--- src/rtl/hazard_pkg.sv ---
// Shared types and constants for the pipeline hazard control unit.
package hazard_pkg;

  localparam int unsigned CntWidth     = 8;
  localparam int unsigned PerfCntWidth = 32;

  localparam logic [1:0] FWD_RF  = 2'b00;
  localparam logic [1:0] FWD_WB  = 2'b01;
  localparam logic [1:0] FWD_MEM = 2'b10;

  typedef enum logic [0:0] {
    RUN,
    MEM_WAIT
  } hz_state_e;

endpackage

--- src/rtl/hazard_fwd_sel.sv ---
// Per-operand EX forwarding select; the MEM producer wins over the WB producer.
module hazard_fwd_sel
  import hazard_pkg::*;
(
  input  logic [4:0] rs_e_i,
  input  logic       use_i,
  input  logic [4:0] rd_m_i,
  input  logic [2:0] reg_write_m_i,
  input  logic [4:0] rd_w_i,
  input  logic [2:0] reg_write_w_i,
  output logic [1:0] fwd_o
);

  logic hit_m;
  logic hit_w;

  assign hit_m = use_i && (reg_write_m_i != 3'd0) && (rd_m_i != 5'd0) && (rd_m_i == rs_e_i);
  assign hit_w = use_i && (reg_write_w_i != 3'd0) && (rd_w_i != 5'd0) && (rd_w_i == rs_e_i);

  always_comb begin
    fwd_o = FWD_RF;
    if (hit_m) begin
      fwd_o = FWD_MEM;
    end else if (hit_w) begin
      fwd_o = FWD_WB;
    end
  end

endmodule

--- src/rtl/hazard_ctrl.sv ---
// Five-stage pipeline stall/flush/forward control with a data-memory wait FSM and timeout.
// Optional perf counters are compiled in when HAZARD_PERF_CNT_EN is defined.
module hazard_ctrl
  import hazard_pkg::*;
#(
  parameter int unsigned MEM_TIMEOUT = 255
) (
  input  logic       clk,
  input  logic       rst_n,
  input  logic [4:0] Rs1D,
  input  logic [4:0] Rs2D,
  input  logic [4:0] Rs1E,
  input  logic [4:0] Rs2E,
  input  logic [4:0] RdE,
  input  logic [4:0] RdM,
  input  logic [4:0] RdW,
  input  logic [1:0] RegReadE,
  input  logic [2:0] RegWriteE,
  input  logic [2:0] RegWriteM,
  input  logic [2:0] RegWriteW,
  input  logic       MemToRegE,
  input  logic       JalD,
  input  logic       BranchE,
  input  logic       JalrE,
  input  logic       mem_req_m,
  input  logic       mem_ready,
  output logic       StallF,
  output logic       StallD,
  output logic       StallE,
  output logic       StallM,
  output logic       StallW,
  output logic       FlushD,
  output logic       FlushE,
  output logic       FlushM,
  output logic       FlushW,
  output logic [1:0] Forward1E,
  output logic [1:0] Forward2E,
  output logic       mem_err
`ifdef HAZARD_PERF_CNT_EN
  ,
  output logic [31:0] perf_stall_cnt,
  output logic [31:0] perf_flush_cnt
`endif
);

  localparam logic [CntWidth-1:0] TimeoutVal = CntWidth'(MEM_TIMEOUT);

  hz_state_e           state_q, state_d;
  logic [CntWidth-1:0] wait_cnt_q, wait_cnt_d;
  logic                mem_err_q, mem_err_d;

  logic       memstall;
  logic       load_use;
  logic       ctrl_flow;
  logic [1:0] fwd1;
  logic [1:0] fwd2;

  // Load-use in EX is decided without the EX write enable; the load flag already implies it.
  logic unused_reg_write_e;
  assign unused_reg_write_e = ^RegWriteE;

  assign memstall  = (state_q == RUN) ? (mem_req_m & ~mem_ready) : ~mem_ready;
  assign load_use  = MemToRegE && (RdE != 5'd0) && ((RdE == Rs1D) || (RdE == Rs2D));
  assign ctrl_flow = BranchE | JalrE;

  hazard_fwd_sel u_fwd_rs1 (
    .rs_e_i        (Rs1E),
    .use_i         (RegReadE[1]),
    .rd_m_i        (RdM),
    .reg_write_m_i (RegWriteM),
    .rd_w_i        (RdW),
    .reg_write_w_i (RegWriteW),
    .fwd_o         (fwd1)
  );

  hazard_fwd_sel u_fwd_rs2 (
    .rs_e_i        (Rs2E),
    .use_i         (RegReadE[0]),
    .rd_m_i        (RdM),
    .reg_write_m_i (RegWriteM),
    .rd_w_i        (RdW),
    .reg_write_w_i (RegWriteW),
    .fwd_o         (fwd2)
  );

  always_comb begin
    state_d    = state_q;
    wait_cnt_d = '0;
    mem_err_d  = mem_err_q;
    unique case (state_q)
      RUN: begin
        if (mem_req_m && !mem_ready) begin
          state_d = MEM_WAIT;
        end
      end
      MEM_WAIT: begin
        if (mem_ready) begin
          state_d = RUN;
        end
        wait_cnt_d = (wait_cnt_q == TimeoutVal) ? wait_cnt_q : wait_cnt_q + 1'b1;
        // A stuck access never leaves MEM_WAIT on its own; only the flag reports it.
        if (wait_cnt_d == TimeoutVal) begin
          mem_err_d = 1'b1;
        end
      end
      default: state_d = RUN;
    endcase
  end

  always_ff @(posedge clk or negedge rst_n) begin
    if (!rst_n) begin
      state_q    <= RUN;
      wait_cnt_q <= '0;
      mem_err_q  <= 1'b0;
    end else begin
      state_q    <= state_d;
      wait_cnt_q <= wait_cnt_d;
      mem_err_q  <= mem_err_d;
    end
  end

  assign mem_err = mem_err_q;

  always_comb begin
    StallF    = 1'b0;
    StallD    = 1'b0;
    StallE    = 1'b0;
    StallM    = 1'b0;
    StallW    = 1'b0;
    FlushD    = 1'b0;
    FlushE    = 1'b0;
    FlushM    = 1'b0;
    FlushW    = 1'b0;
    Forward1E = FWD_RF;
    Forward2E = FWD_RF;
    if (!rst_n) begin
      // Segment registers load bubbles while the core is held in reset.
      FlushD = 1'b1;
      FlushE = 1'b1;
      FlushM = 1'b1;
      FlushW = 1'b1;
    end else if (memstall) begin
      StallF = 1'b1;
      StallD = 1'b1;
      StallE = 1'b1;
      StallM = 1'b1;
      FlushW = 1'b1;
    end else begin
      // A redirect squashes the ID instruction, so its load-use stall is moot.
      StallF    = load_use & ~ctrl_flow;
      StallD    = load_use & ~ctrl_flow;
      FlushD    = ctrl_flow | JalD;
      FlushE    = ctrl_flow | load_use;
      Forward1E = fwd1;
      Forward2E = fwd2;
    end
  end

`ifdef HAZARD_PERF_CNT_EN
  logic [PerfCntWidth-1:0] perf_stall_q, perf_stall_d;
  logic [PerfCntWidth-1:0] perf_flush_q, perf_flush_d;

  always_comb begin
    perf_stall_d = perf_stall_q + {{(PerfCntWidth-1){1'b0}}, StallF};
    perf_flush_d = perf_flush_q + {{(PerfCntWidth-1){1'b0}}, FlushD | FlushE};
  end

  always_ff @(posedge clk or negedge rst_n) begin
    if (!rst_n) begin
      perf_stall_q <= '0;
      perf_flush_q <= '0;
    end else begin
      perf_stall_q <= perf_stall_d;
      perf_flush_q <= perf_flush_d;
    end
  end

  assign perf_stall_cnt = perf_stall_q;
  assign perf_flush_cnt = perf_flush_q;
`endif

endmodule
--- config.mk ---
export PLATFORM = sky130hd
export DESIGN_NAME = hazard_ctrl
export DESIGN_NICKNAME = d
export VERILOG_FILES = /design/src/rtl/hazard_pkg.sv /design/src/rtl/hazard_fwd_sel.sv /design/src/rtl/hazard_ctrl.sv
export SDC_FILE = /design/constraint.sdc
export NUM_CORES = 1
export LEC_CHECK = 0
export CELL_PAD_IN_SITES_DETAIL_PLACEMENT = 1
export CELL_PAD_IN_SITES_GLOBAL_PLACEMENT = 1
export CORE_UTILIZATION = 27
export DETAILED_ROUTE_END_ITERATION = 12
export PLACE_DENSITY = 0.91
export REMOVE_ABC_BUFFERS = 1
export SYNTH_ARGS = -nofsm -noshare
export SYNTH_HDL_FRONTEND = slang
export SYNTH_SLANG_ARGS = --single-unit
--- constraint.sdc ---
create_clock -name clk -period 2.5 [get_ports clk]
set_input_delay 0.5 -clock clk [delete_from_list [all_inputs] [get_ports clk]]
set_output_delay 0.5 -clock clk [all_outputs]
set_load 0.01 [all_outputs]
==> results of run 1 <==
## power breakdown
part	total (W)	switching, W	internal, W
clock	0.000208	0.0000688	0.000139
combinational	0.000229	0.0000981	0.000131
sequential	0.000170	0.00000431	0.000166
total	0.000607	0.000171	0.000436
## per-layer routing
metal / up-vias / routed length [microns] / GRT usage
li1: 627 / - / -
met1: 639 / 1670 / 0.217
met2: 58 / 2510 / 0.420
met3: 10 / 267 / 0.0293
met4: 0 / 88 / 0.0897
met5: - / 0 / 0
## cell families (layout without fill, tap and decap cells)
family                   after synthesis  count (layout)  share of synthesized area
AO/OA/AOI/OAI                         25              25                      0.175
XOR/XNOR                              33              33                      0.263
adder cells (fa/ha/maj)                1               1                     0.0114
buffers and inverters                 10              89                     0.0467
flip-flops                            10              10                      0.228
multiplexers                           1               1                    0.00911
other                                  1               1                    0.00341
AND/OR/NAND/NOR                       50              50                      0.263
## worst max-delay path by stage
stage	end	slack [ns]
3_5_place_dp	Forward2E[0]	-0.50
4_1_cts	Forward2E[0]	0.0009
3_3_place_gp	Forward2E[0]	-0.41
2_1_floorplan	Forward2E[0]	0.53
5_1_grt	Forward1E[0]	-0.01
6_report	Forward1E[0]	0.04
## final cells by class
class,instances,share of cell area
multi-input cells,111,0.430
flip-flops and latches,10,0.127
inverters,4,0.00763
repair buffers,81,0.377
clock buffers,4,0.0280
well taps,48,0.0305
## synthesized netlist by cell type (2+ instances only)
cell type  count  area share
xor2_1        19        0.15
xnor2_1       14        0.11
dfrtp_1       10        0.23
nor2_1         9       0.031
and3_1         8       0.046
nand2_1        6       0.020
nor3_1         5       0.023
inv_1          4       0.014
o21ai_0        4       0.018
a21oi_1        3       0.014
buf_4          3       0.020
nand4_1        3       0.017
or4_1          3       0.020
a31oi_1        2       0.011
and2_1         2       0.011
buf_2          2      0.0091
nand3_1        2      0.0091
nor4_1         2       0.011
o211a_1        2       0.018
o21a_1         2       0.014
o221ai_1       2       0.016
or3_1          2       0.011
## timing repair
action	4_1_cts	5_1_grt
gates resized for setup	43	14
pin swaps	7	9
setup endpoints to repair	8	9
gates cloned	0	0
## per-stage QoR
step                setup TNS, ns  setup WS, ns  hold slack [ns]   util
global placement            -2.46        -0.411            0.456  0.501
finish                          0        0.0428            0.471  0.522
global route              -0.0117       -0.0117            0.507  0.522
CTS                             0      0.000913            0.479  0.516
floorplan                       0         0.528            0.204      -
detailed placement          -2.95        -0.498            0.466  0.501
## flip-flops by register name (all words and copies together), names as in the netlist
name        flops
mem_err         1
state_q         1
wait_cnt_q      8
## cells in the final DEF (no fill, tap or decap), types with 5 or more instances in the layout
cell type        Yosys  routed
clkdlybuf4s50_1      0      35
xor2_1              19      19
buf_4                3      18
xnor2_1             14      14
dlygate4sd2_1        0      11
dlymetal6s2s_1       0      10
dfrtp_1             10      10
nor2_1               9       9
and3_1               8       8
buf_2                2       7
nand2_1              6       6
nor3_1               5       5
## worst max-delay path, delay by kind of cell
kind	cells	cell delay, ns
buf+inv	2	0.62
simple gates	4	0.84
==> run_results.csv, run 1 <==
group,metric,value,unit
clock_network,clock_latency,0.24,ns
layout,diodes,0,
worst_setup_path,cp_cell_sequence,"clkdlybuf4s50_1 > or4_1 > nor2_1 > nor3_1 > and3_1 > buf_2",
die,core,3770,sq um
worst_setup_path,reg2regPathDepth,5,
timing,period_needed,2.46,ns
grt,grt_antenna_before_repair,0,
worst_setup_path,worstPathMaxFanout,3,
die,die_area,4330,sq um
clock_network,cts_sinks,10,
timing,setup-violations-final,0,
clock_network,post_cts_buffers,0,
layout,fillerInstances,429,
timing,timing_hold_violations_final,0,
clock_network,root_buffer,"clkbuf_8",
die,start_util,0.291,
timing,slew_viol_final,0,
yosys,avgSynthCellArea,8.39,sq um
min_path,holdPathStages,2,
place,portBuffers,63,
clock_network,cts_buffers,3,
worst_setup_path,critPathSlowestCell,"clkdlybuf4s50_1",
route,firstDrtPassIters,4,
power_and_ir_drop,power,0.000607,W
layout,final_cell_area,1970,sq um
yosys,synth-edff-count,0,
clock_network,cts_max_path_buffers,2,
power_and_ir_drop,power_leakage,0.950,nW
die,row_count,22,
layout,multiInputGateArea,846,sq um
route,drt_iter0_markers,33,
route,drc,0,
yosys,async_flop_share,1.00,
place,gp_congestion,0.823,
grt,grt_pass1_wl,6.91,mm
layout,ff_latch_area,250,sq um
die,die_h,65.8,microns
grt,grt_start_max_net_pins,11,
timing,finalCritPeriodShare,0.983,
die,die_w,65.8,microns
yosys,yosys.cell_types.count,44,
die,io_pins,68,
worst_setup_path,critPathArrivalTime,1.96,ns
timing,finalClockSkew,0.00276,ns
worst_setup_path,regToRegSetupSlack,0.84,ns
yosys,synth.cell_area,1100,sq um
clock_network,cts_tree,"built",
min_path,hold_path_startpoint,"mem_err",
layout,final_layout_size_suffix_gt1_frac,0.190,
route,routed_wl,4.54,mm
layout,area_delta_synth_final,79.2,%
clock_network,cts.htree.levels,1,
worst_setup_path,crit_type,"input port to output pin",
min_path,hold_path_class,"flip-flop to flip-flop",
worst_setup_path,r2r-end,"mem_err",
yosys,synth_top_flop_cell,"dfrtp_1",
layout,fin_nets,266,
power_and_ir_drop,power_density,309,nW/um^2
power_and_ir_drop,ir_drop,0.166,mV
route,routed_via_density,5.17,
worst_setup_path,slowest_delay,0.48,ns
min_path,hold_path_end,"mem_err",
status,status,"finished, final reports clean",
worst_setup_path,worstPathRequired,2.00,ns
run,cap_violations,0,
layout,fin_cells,258,
worst_setup_path,r2r-start,"wait_cnt_q[0]",
timing,fmax,0.407,GHz
clock_network,hold_buffers,0,
route,wire_per_inst,17.6,microns
yosys,yosysWarnings,0,
route,num_vias,1334,
clock_network,clkTransAtPathRegs,0.05,ns
place,placed_cells,254,
worst_setup_path,startpoint_type,"input port",
place,place_area,1890,sq um
worst_setup_path,setup.worst_path.start,"RdW[1]",
grt,track_usage,0.213,
yosys,ys_seq_elements,10,
grt,grt_pass1_vias,1477,
route,final_antenna_net_count,0,
grt,overflow,0,
yosys,ys_seq_area_frac,0.228,
place,dp_hpwl,3.49,mm
yosys,netlist_instances,131,
worst_setup_path,critPathCaptureType,"output pin",
(Power assumes the default switching activity.)
==> run 2, diff against run 1 <==
CORE_MARGIN = 3   (was default)
==> run_results.csv, run 2 (synthesis gave the netlist of run 1 again) <==
group,metric,value,unit
worst_setup_path,critPathCaptureType,"output pin",
layout,layout_commonest_cell,"clkdlybuf4s50_1",
clock_network,hold_buffers,0,
worst_setup_path,crit_buf_inv,2,
layout,area_delta_synth_final,82.5,%
timing,period_needed,2.47,ns
min_path,hold_path_startpoint,"mem_err",
grt,grt_pass1_wl,7.70,mm
timing,slew_viol_final,0,
worst_setup_path,slowest_delay,0.45,ns
grt,track_usage,0.200,
power_and_ir_drop,power_leakage,0.931,nW
grt,grt_pass1_vias,1588,
min_path,hold_path_class,"flip-flop to flip-flop",
clock_network,cts_tree,"built",
timing,setup_ws,0.0346,ns
route,routed_via_density,5.27,
route,wl_met3,237,microns
clock_network,clkTransAtPathRegs,0.05,ns
clock_network,clock_latency,0.23,ns
die,start_util,0.289,
route,drt-met1-wl,1.81,mm
place,portBuffers,63,
timing,fmax,0.406,GHz
grt,overflow,0,
timing,hold_slack,0.461,ns
die,die_w,69.8,microns
die,io_pins,68,
layout,largest_register,"wait_cnt_q",
worst_setup_path,cp_cell_sequence,"clkdlybuf4s50_1 > xor2_1 > nor4_2 > and3_1 > and3_1 > buf_2",
timing,timing_hold_violations_final,0,
worst_setup_path,crit_type,"input port to output pin",
worst_setup_path,r2r-start,"wait_cnt_q[0]",
route,wire_per_inst,19.1,microns
power_and_ir_drop,ir_drop,0.190,mV
timing,setup-tns-final,0,ns
timing,setup-violations-final,0,
worst_setup_path,crit_top_cell,"and3_1",
route,routed_wl,5.00,mm
power_and_ir_drop,power_density,288,nW/um^2
grt,grt_antenna_before_repair,1,
worst_setup_path,startpoint_type,"input port",
worst_setup_path,critPathSlowestCell,"clkdlybuf4s50_1",
clock_network,post_cts_buffers,0,
route,met2_length,2.75,mm
worst_setup_path,worstPathMaxFanout,2,
die,row_count,22,
layout,largest_register_ffs,8,
layout,final_cell_mix,"clkdlybuf4s50_1 (32), buf_4 (22), xor2_1 (19), dlygate4sd2_1 (19), xnor2_1 (12)",
worst_setup_path,cp_top_family,"simple AND/OR/NAND/NOR gates",
place,gp_congestion,0.827,
layout,final_layout_size_suffix_gt1_frac,0.230,
clock_network,cts.htree.levels,1,
status,status,"finished, final reports clean",
route,drt_iter0_markers,28,
place,dpl_worst_slack,-0.569,ns
die,die_h,69.8,microns
timing,finalClockSkew,0.00262,ns
layout,fin_nets,270,
route,firstDrtPassIters,4,
grt,grt_start_max_net_pins,11,
clock_network,root_buffer,"clkbuf_8",
route,num_vias,1381,
route,drc,0,
worst_setup_path,setup.worst_path.start,"Rs1E[1]",
layout,ff_latch_area,250,sq um
clock_network,cts_sinks,10,
place,dp_hpwl,3.93,mm
die,die_area,4870,sq um
run,cap_violations,0,
clock_network,cts_max_path_buffers,2,
die,core,3800,sq um
layout,fillerInstances,446,
clock_network,cts_buffers,3,
worst_setup_path,worstPathRequired,2.00,ns
layout,multiInputGateArea,886,sq um
route,final_antenna_net_count,0,
timing,finalCritPeriodShare,0.986,
route,top_layer,"met4",
worst_setup_path,critPathArrivalTime,1.97,ns
-- run 2: where the power goes --
group / internal, W / switching (W) / leakage (nW) / total (W)
clock network: 0.000105 / 0.0000596 / 0.0216 / 0.000165
registers: 0.000166 / 0.00000491 / 0.137 / 0.000171
logic: 0.000134 / 0.000108 / 0.772 / 0.000242
-- run 2: worst min-delay path, delay by kind of cell, from the launching register on --
kind	cells	cell delay, ns
compound gates	1	0.04
buf+inv	1	0.05
flops	1	0.33
-- run 2: metrics by stage --
| step | utilization | total power [W] | area, sq um | cells |
|---|---|---|---|---|
| 5_1_grt | 0.528 | 0.000606 | 2000 | 262 |
| 6_report | 0.528 | 0.000578 | 2000 | 262 |
| 3_3_place_gp | 0.505 | 0.000392 | 1920 | 258 |
| 3_5_place_dp | 0.505 | 0.000407 | 1920 | 258 |
| 4_1_cts | 0.517 | 0.000570 | 1960 | 261 |
| 2_1_floorplan | - | 0.000240 | 1060 | 125 |
-- run 2: final timing paths --
| check | end | depth (start not counted) | slack, ns |
|---|---|---|---|
| setup / recovery | Forward1E[0] | 6 | 0.03 |
| max in group asynchronous | wait_cnt_q[5] | 3 | 1.62 |
| hold / removal | mem_err | 2 | 0.46 |
| min in group asynchronous | wait_cnt_q[6] | 2 | 0.64 |
| setup reg to reg | mem_err | 5 | 0.73 |
| hold reg to reg | mem_err | 2 | 0.46 |
-- run 2: layer usage --
metal | vias to the layer above | global-route usage
met5 | - | 0
met4 | 0 | 0.0915
met3 | 14 | 0.0333
met2 | 62 | 0.395
met1 | 666 | 0.198
li1 | 639 | -
-- run 2: repair_timing --
action	in CTS	in global routing
resized for setup	53	13
endpoints found under the setup margin	10	7
pin swaps	8	6
-- run 2: final cells by class --
cell class / instances / area share
repair buffers: 85 / 0.374
clock buffers: 3 / 0.0206
multi-input cells: 111 / 0.442
well taps: 48 / 0.0300
diodes: 1 / 0.00125
flip-flops and latches: 10 / 0.125
inverters: 4 / 0.00749
